`config.mk`:
```
export PLATFORM = sky130hd
export DESIGN_NAME = if_pd_fifo
export DESIGN_NICKNAME = d
export VERILOG_FILES = /design/src/rtl/if_pd_fifo.sv
export SDC_FILE = /design/constraint.sdc
export NUM_CORES = 1
export LEC_CHECK = 0
export CAP_MARGIN = 20
export CORE_UTILIZATION = 52
export CTS_CLUSTER_DIAMETER = 200
export DETAILED_ROUTE_END_ITERATION = 16
export PLACE_DENSITY = 0.83
export SETUP_SLACK_MARGIN = 0.3
export SLEW_MARGIN = 20
export SYNTH_ARGS = -nofsm -noshare
export SYNTH_HDL_FRONTEND = slang
export SYNTH_SLANG_ARGS = --single-unit
```
`constraint.sdc`:
```
create_clock -name clk -period 2.1 [get_ports clk]
set_input_delay 0.42 -clock clk [delete_from_list [all_inputs] [get_ports clk]]
set_output_delay 0.42 -clock clk [all_outputs]
set_load 0.01 [all_outputs]
```
`src/rtl/if_pd_fifo.sv`:
```
// IF->PD decoupling FIFO: DEPTH-entry register queue with valid/ready on both sides.
// Payload is {pc, pc+8, bd, addr_error, meta}; in_ready depends only on registered state.
module if_pd_fifo #(
  parameter int DEPTH  = 2,
  parameter int META_W = 64,
  localparam int PTR_W = $clog2(DEPTH),
  localparam int CNT_W = $clog2(DEPTH) + 1
) (
  input  logic              clk,
  input  logic              resetn,
  input  logic              flush,
  input  logic              in_valid,
  output logic              in_ready,
  input  logic [31:0]       in_pc,
  input  logic              in_bd,
  input  logic              in_addr_error,
  input  logic [META_W-1:0] in_meta,
  output logic              out_valid,
  input  logic              out_ready,
  output logic [31:0]       out_pc,
  output logic [31:0]       out_pc_8,
  output logic              out_bd,
  output logic              out_addr_error,
  output logic [META_W-1:0] out_meta,
  output logic [CNT_W-1:0]  count
);

  typedef struct packed {
    logic [31:0]       pc;
    logic [31:0]       pc_8;
    logic              bd;
    logic              addr_error;
    logic [META_W-1:0] meta;
  } entry_t;

  entry_t           mem_q [DEPTH];
  entry_t           wr_entry;
  entry_t           head;
  logic [PTR_W-1:0] wr_ptr_q, wr_ptr_d;
  logic [PTR_W-1:0] rd_ptr_q, rd_ptr_d;
  logic [CNT_W-1:0] cnt_q, cnt_d;
  logic             push, pop;

  assign in_ready  = (cnt_q != CNT_W'(DEPTH));
  assign out_valid = (cnt_q != '0);
  assign push      = in_valid & in_ready;
  assign pop       = out_valid & out_ready;
  assign count     = cnt_q;

  always_comb begin
    wr_entry            = '0;
    wr_entry.pc         = in_pc;
    wr_entry.pc_8       = in_pc + 32'd8;
    wr_entry.bd         = in_bd;
    wr_entry.addr_error = in_addr_error;
    wr_entry.meta       = in_meta;
  end

  // Flush overrides any simultaneous push/pop; pointers wrap naturally at PTR_W bits.
  always_comb begin
    wr_ptr_d = wr_ptr_q;
    rd_ptr_d = rd_ptr_q;
    cnt_d    = cnt_q;
    if (flush) begin
      wr_ptr_d = '0;
      rd_ptr_d = '0;
      cnt_d    = '0;
    end else begin
      if (push) wr_ptr_d = wr_ptr_q + PTR_W'(1);
      if (pop)  rd_ptr_d = rd_ptr_q + PTR_W'(1);
      if (push && !pop)      cnt_d = cnt_q + CNT_W'(1);
      else if (pop && !push) cnt_d = cnt_q - CNT_W'(1);
    end
  end

  always_ff @(posedge clk or negedge resetn) begin
    if (!resetn) begin
      wr_ptr_q <= '0;
      rd_ptr_q <= '0;
      cnt_q    <= '0;
    end else begin
      wr_ptr_q <= wr_ptr_d;
      rd_ptr_q <= rd_ptr_d;
      cnt_q    <= cnt_d;
    end
  end

  always_ff @(posedge clk or negedge resetn) begin
    if (!resetn) begin
      for (int i = 0; i < DEPTH; i++) mem_q[i] <= '0;
    end else if (push && !flush) begin
      mem_q[wr_ptr_q] <= wr_entry;
    end
  end

  // Payload outputs are gated to zero whenever the queue is empty.
  assign head           = mem_q[rd_ptr_q];
  assign out_pc         = out_valid ? head.pc         : '0;
  assign out_pc_8       = out_valid ? head.pc_8       : '0;
  assign out_bd         = out_valid ? head.bd         : 1'b0;
  assign out_addr_error = out_valid ? head.addr_error : 1'b0;
  assign out_meta       = out_valid ? head.meta       : '0;

endmodule

```
Yosys cells after proc, flatten, opt, wreduce, memory -nomap -nowiden
Index checks and enable logic that the tools add are counted.
{"block": "totals", "ff_bits": 264, "inputBits": 103, "wordCells": 55}
{"block": "classes", "n_addsub": 5, "magnitude_cmp": 3, "eq_ne": 1, "mux": 18, "n_bitwise": 4, "n_reduce_logical": 11}
{"operator": "$mux 130", "count": 4}
{"operator": "$bwmux 260", "count": 1}
{"operator": "$demux 130 s1", "count": 1}
{"operator": "$mux 32", "count": 2}
{"operator": "$mux 64", "count": 1}
{"operator": "$add 32x4->32 const B", "count": 1}
{"operator": "$mux 1", "count": 6}
{"operator": "$mux 2", "count": 3}
{"operator": "$reduce_bool 2->1", "count": 3}
{"operator": "$ge 2x2->1 const B", "count": 2}
{"operator": "$logic_and 1x1->1", "count": 4}
{"operator": "$not 1->2", "count": 2}
{"operator": "$logic_not 1->1", "count": 3}
{"operator": "$reduce_bool 3->1", "count": 1}
{"operator": "$add 1x1->1 const B", "count": 2}
{"operator": "$add 2x1->2 const B", "count": 1}
{"operator": "$and 1x1->1", "count": 2}
{"operator": "$lt 2x1->1 const B", "count": 1}
{"operator": "$ne 2x2->1 const B", "count": 1}
{"operator": "$sub 2x1->2 const B", "count": 1}

Depth between registers and ports, before layout
{"block": "logic_depth", "ltp_word": 7, "ltp_mapped": 7, "mapped_depth_nobuf": 5}

Least setup slack after synthesis
Ideal clock, no wire load.
{"block": "synth_timing", "kind": "reg2out", "from": "register rd_ptr_q", "to": "output port out_pc_8[0]", "arrival_time_ps": 1557, "required_time_ps": 1680, "setup_slack_ps": 123, "stages_incl_launch_ff": 6, "cell_sequence": "dfrtp_1 clkbuf_1 clkbuf_1 mux2i_1 nor2_1 buf_4"}
{"block": "synth_via", "elab_chain_cells": 5}
{"element": "start: declaration", "line_no": "40", "source": "logic [PTR_W-1:0] rd_ptr_q, rd_ptr_d;"}
{"element": "start signal: assignment", "line_no": "83", "source": "rd_ptr_q <= rd_ptr_d;"}
{"element": "$not 1->2 (implied by the code)", "line_no": "97", "source": "assign head = mem_q[rd_ptr_q];"}
{"element": "$mux 130 (implied by the code) (3 in a row)", "line_no": "97"}
{"element": "$mux 32", "line_no": "99", "source": "assign out_pc_8 = out_valid ? head.pc_8 : '0;"}
{"element": "end: declaration", "line_no": "21", "source": "output logic [31:0] out_pc_8,"}
Every way passes these cells. The select of a mux whose other input is x is not followed.

Worst setup path in the final report
{"block": "layout_timing", "from": "register rd_ptr_q", "to": "output port out_pc[22]"}
{"block": "layout_via", "elab_chain_cells": 5}
{"element": "$not 1->2 (implied by the code)", "line_no": "97"}
{"element": "$mux 130 (implied by the code) (3 in a row)", "line_no": "97"}
{"element": "$mux 32", "line_no": "98", "source": "assign out_pc = out_valid ? head.pc : '0;"}
{"element": "end: declaration", "line_no": "20", "source": "output logic [31:0] out_pc,"}
Every way passes these cells. The select of a mux whose other input is x is not followed.

==> flow_metrics.py <==
metrics = {
    "layout": {
        "area_delta_synth_final_pct": 50.52,
        "design_area_um2": 18100,
        "layout_commonest_cell": "nand2_1",
        "fin_nets": 1893,
        "layout_common_cells": "nand2_1, dfrtp_1, nor2_1",
        "drive_gt1_share_pct": 28.38,
        "final_util_pct": 79.94,
    },
    "grt": {
        "overflow": 0,
        "grt_max_degree": 70,
        "grt_antenna_before_repair": 1,
        "grt_pass1_vias": 10880,
        "grt_pass1_wl_mm": 55.47,
        "track_usage_pct": 29.29,
    },
    "run": {
        "drv_cap": 0,
    },
    "floorplanning": {
        "start_util_pct": 53.11,
        "io_pins": 237,
        "fp.dieW_um": 154.1,
        "core_um2": 22640,
        "placementRows": 55,
        "dieArea_um2": 23730,
        "die_y_um": 154.1,
    },
    "synth": {
        "synth_compound_area_share_pct": 3.777,
        "synth-xor-area-share_pct": 1.238,
        "ys_ff_latch": 258,
        "avgSynthCellArea_um2": 8.510,
        "synth-adder-area-share_pct": 0.1041,
        "postSynthCellCount": 1413,
        "yosys_warnings": 0,
        "yosys.area_share.simple_pct": 27.42,
        "ys_types": 37,
        "synth_mux_area_share_pct": 10.57,
        "synth_area_um2": 12020,
        "syn_nets": 1517,
        "synth_top_family_by_area": "simple AND/OR/NAND/NOR gates",
        "yosysSeqAreaShare_pct": 53.69,
    },
    "critical_path": {
        "cp_common_cell": "buf_6",
        "critPathMaxFanout": 7,
        "crit_path_max_incr_delay_ns": 0.56,
        "arrival_ns": 2.04,
        "cp-start-kind": "flop",
        "end_kind": "output pin",
        "slowest_stage": "dfrtp_4",
        "required_ns": 1.68,
        "worstSetupPathType": "flop to output pin",
        "crit_chain": "buf_12, buf_16, buf_6, buf_6, buf_6, mux2i_1, nor2_1, buf_2",
    },
    "route": {
        "drtIter0Drc": 1082,
        "avgViaCountPerCell": 5.790,
        "antenna_left": 0,
        "wire_per_inst_um": 20.94,
        "drt_pass1_iterations": 5,
        "drt_wl_total_mm": 43.90,
        "drc": 0,
        "vias": 12140,
    },
    "timing": {
        "fin_skew_ns": 0.02537,
        "finalSetupViolations": 130,
        "slew_headroom_pct": 69.80,
        "hold_viol_final": 0,
        "rsz0062_at_grt": "yes",
        "tns_ns": -27.01,
        "slew_violations": 0,
        "fmax_mhz": 406.5,
        "finalCritPeriodShare_pct": 117.1,
        "setup_ws_ns": -0.3601,
        "post-route-min-period_ns": 2.460,
        "worst_pin_slew_ns": 0.4530,
    },
    "pwr": {
        "max-vdd-ir-drop_uv": 702.9,
        "cellPowerDensity_nw_per_um2": 900.1,
        "power_uw": 16290,
        "p_leak_uw": 0.009014,
    },
    "worst_hold_path": {
        "hold_path_class": "input pin to flop",
    },
    "clocking": {
        "cts-root-buf": "clkbuf_16",
        "numCtsBuffers": 28,
        "cts_num_sinks": 258,
        "clockBufferDepth": 3,
        "cts_tree": "built",
        "insertion_delay_ns": 0.54,
        "clk_pin_slew_worst_paths_ns": 0.06,
        "htreeDepth": 1,
    },
    "outcome": {
        "outcome": "finished with violations",
        "violations": "negative setup slack",
    },
    "place": {
        "gp_congestion": 0.8492,
        "preCtsSetupSlack_ns": -0.4682,
        "place_area_um2": 15550,
        "numPortBuffers": 236,
        "dp_hpwl_mm": 22.03,
    },
}
stage by stage:
stage	std cells	hold slack, ns
2_1_floorplan	1413	0.1244
3_3_place_gp	1940	0.3683
3_5_place_dp	1940	0.3749
4_1_cts	2014	0.3960
5_1_grt	2097	0.2937
6_report	2097	0.2775
critical path: cells and delay by family (launching register included):
family	cells	cell delay, ns
DFF	1	0.56
muxes	1	0.15
and+or+nand+nor	1	0.05
buffers and inverters	6	0.74
area by class of cell:
cell class                 instances  area (um2)
tap                              285       356.6
fill                            1298        4542
sequential                       258        6460
multi-input combinational       1059        5856
inverter                           6       25.02
clock buffer                      44       852.1
timing repair buffer             436        4449
antenna                            1       2.502
clock inverter                     8       97.59
flip-flops by register name, indices dropped and copies added, names as in the netlist:
signal and count:
mem_q 254, count 2, rd_ptr_q 1, wr_ptr_q 1
synth_stat cells:
master / count / area, um2
ha_1: 1 / 12.51
buf_1: 12 / 45.04
nand2b_1: 1 / 6.260
buf_6: 1 / 11.26
nor4_1: 6 / 37.54
or4_4: 2 / 22.52
nand2_1: 623 / 2338
nand4b_1: 1 / 8.760
or3_1: 4 / 25.02
nor2b_1: 1 / 6.260
nand3b_1: 1 / 7.510
mux2i_1: 127 / 1271
o21ai_0: 43 / 215.2
and3_1: 1 / 6.260
nand3_1: 11 / 55.05
nor2_1: 159 / 596.8
nor4b_1: 1 / 8.760
buf_4: 3 / 22.52
xnor2_1: 14 / 122.6
a31oi_1: 23 / 143.9
o211ai_1: 2 / 15.01
or4_1: 7 / 52.55
and4b_1: 1 / 10.01
clkbuf_1: 74 / 277.8
nand4_2: 2 / 25.02
or4b_1: 1 / 10.01
o31ai_1: 7 / 52.55
a21oi_1: 4 / 20.02
dfrtp_1: 258 / 6456
inv_1: 6 / 22.52
xor2_1: 3 / 26.28
or3_2: 4 / 30.03
a22oi_1: 1 / 7.510
and4_1: 3 / 26.28
nor3_1: 1 / 5.000
nand4_1: 3 / 18.77
buf_2: 1 / 5.000
report_power, final:
| group | internal (uW) | leakage, uW | switching, uW |
|---|---|---|---|
| sequential | 6200 | 0.00319 | 840 |
| combinational | 1990 | 0.00535 | 2200 |
| clock | 3030 | 0.000470 | 2030 |
worst paths after layout:
check / start / cells after the start / to / slack, ns
setup / recovery: rd_ptr_q / 8 / out_pc[22] / -0.36
hold / removal: in_pc[4] / 4 / mem_q[232] / 0.28
setup reg to reg: count[1] / 5 / mem_q[218] / 0.09
hold reg to reg: mem_q[37] / 2 / mem_q[37] / 0.47
max in group asynchronous: resetn / 3 / mem_q[240] / 0.99
min in group asynchronous: resetn / 2 / mem_q[155] / 0.39
layer usage:
| metal | wire length [um] | GRT usage (%) | vias to the layer above |
|---|---|---|---|
| li1 | - | - | 5294 |
| met1 | 16440 | 38.72 | 5891 |
| met2 | 21190 | 48.59 | 786 |
| met3 | 4190 | 4.312 | 170 |
| met4 | 2085 | 12.00 | 0 |
| met5 | 0 | 0 | - |
cell families (layout without fill, tap and decap cells):
logic type,count (synthesis),in the layout
simple gates,833,834
fa+ha+maj,1,1
buf+inv,97,494
flops,258,258
compound gates,80,80
other cells,0,1
xor+xnor,17,17
mux,127,127
timing repair:
| action | in CTS | in global routing |
|---|---|---|
| setup buffers | 16 | 49 |
| pin swaps | 7 | 117 |
| gates cloned | 5 | 33 |
| setup endpoints to repair | 334 | 348 |
| endpoints found under the hold margin | 47 | 0 |
| gates resized for setup | 372 | 403 |
| hold buffers | 1 | 0 |
(Power assumes the default switching activity.)
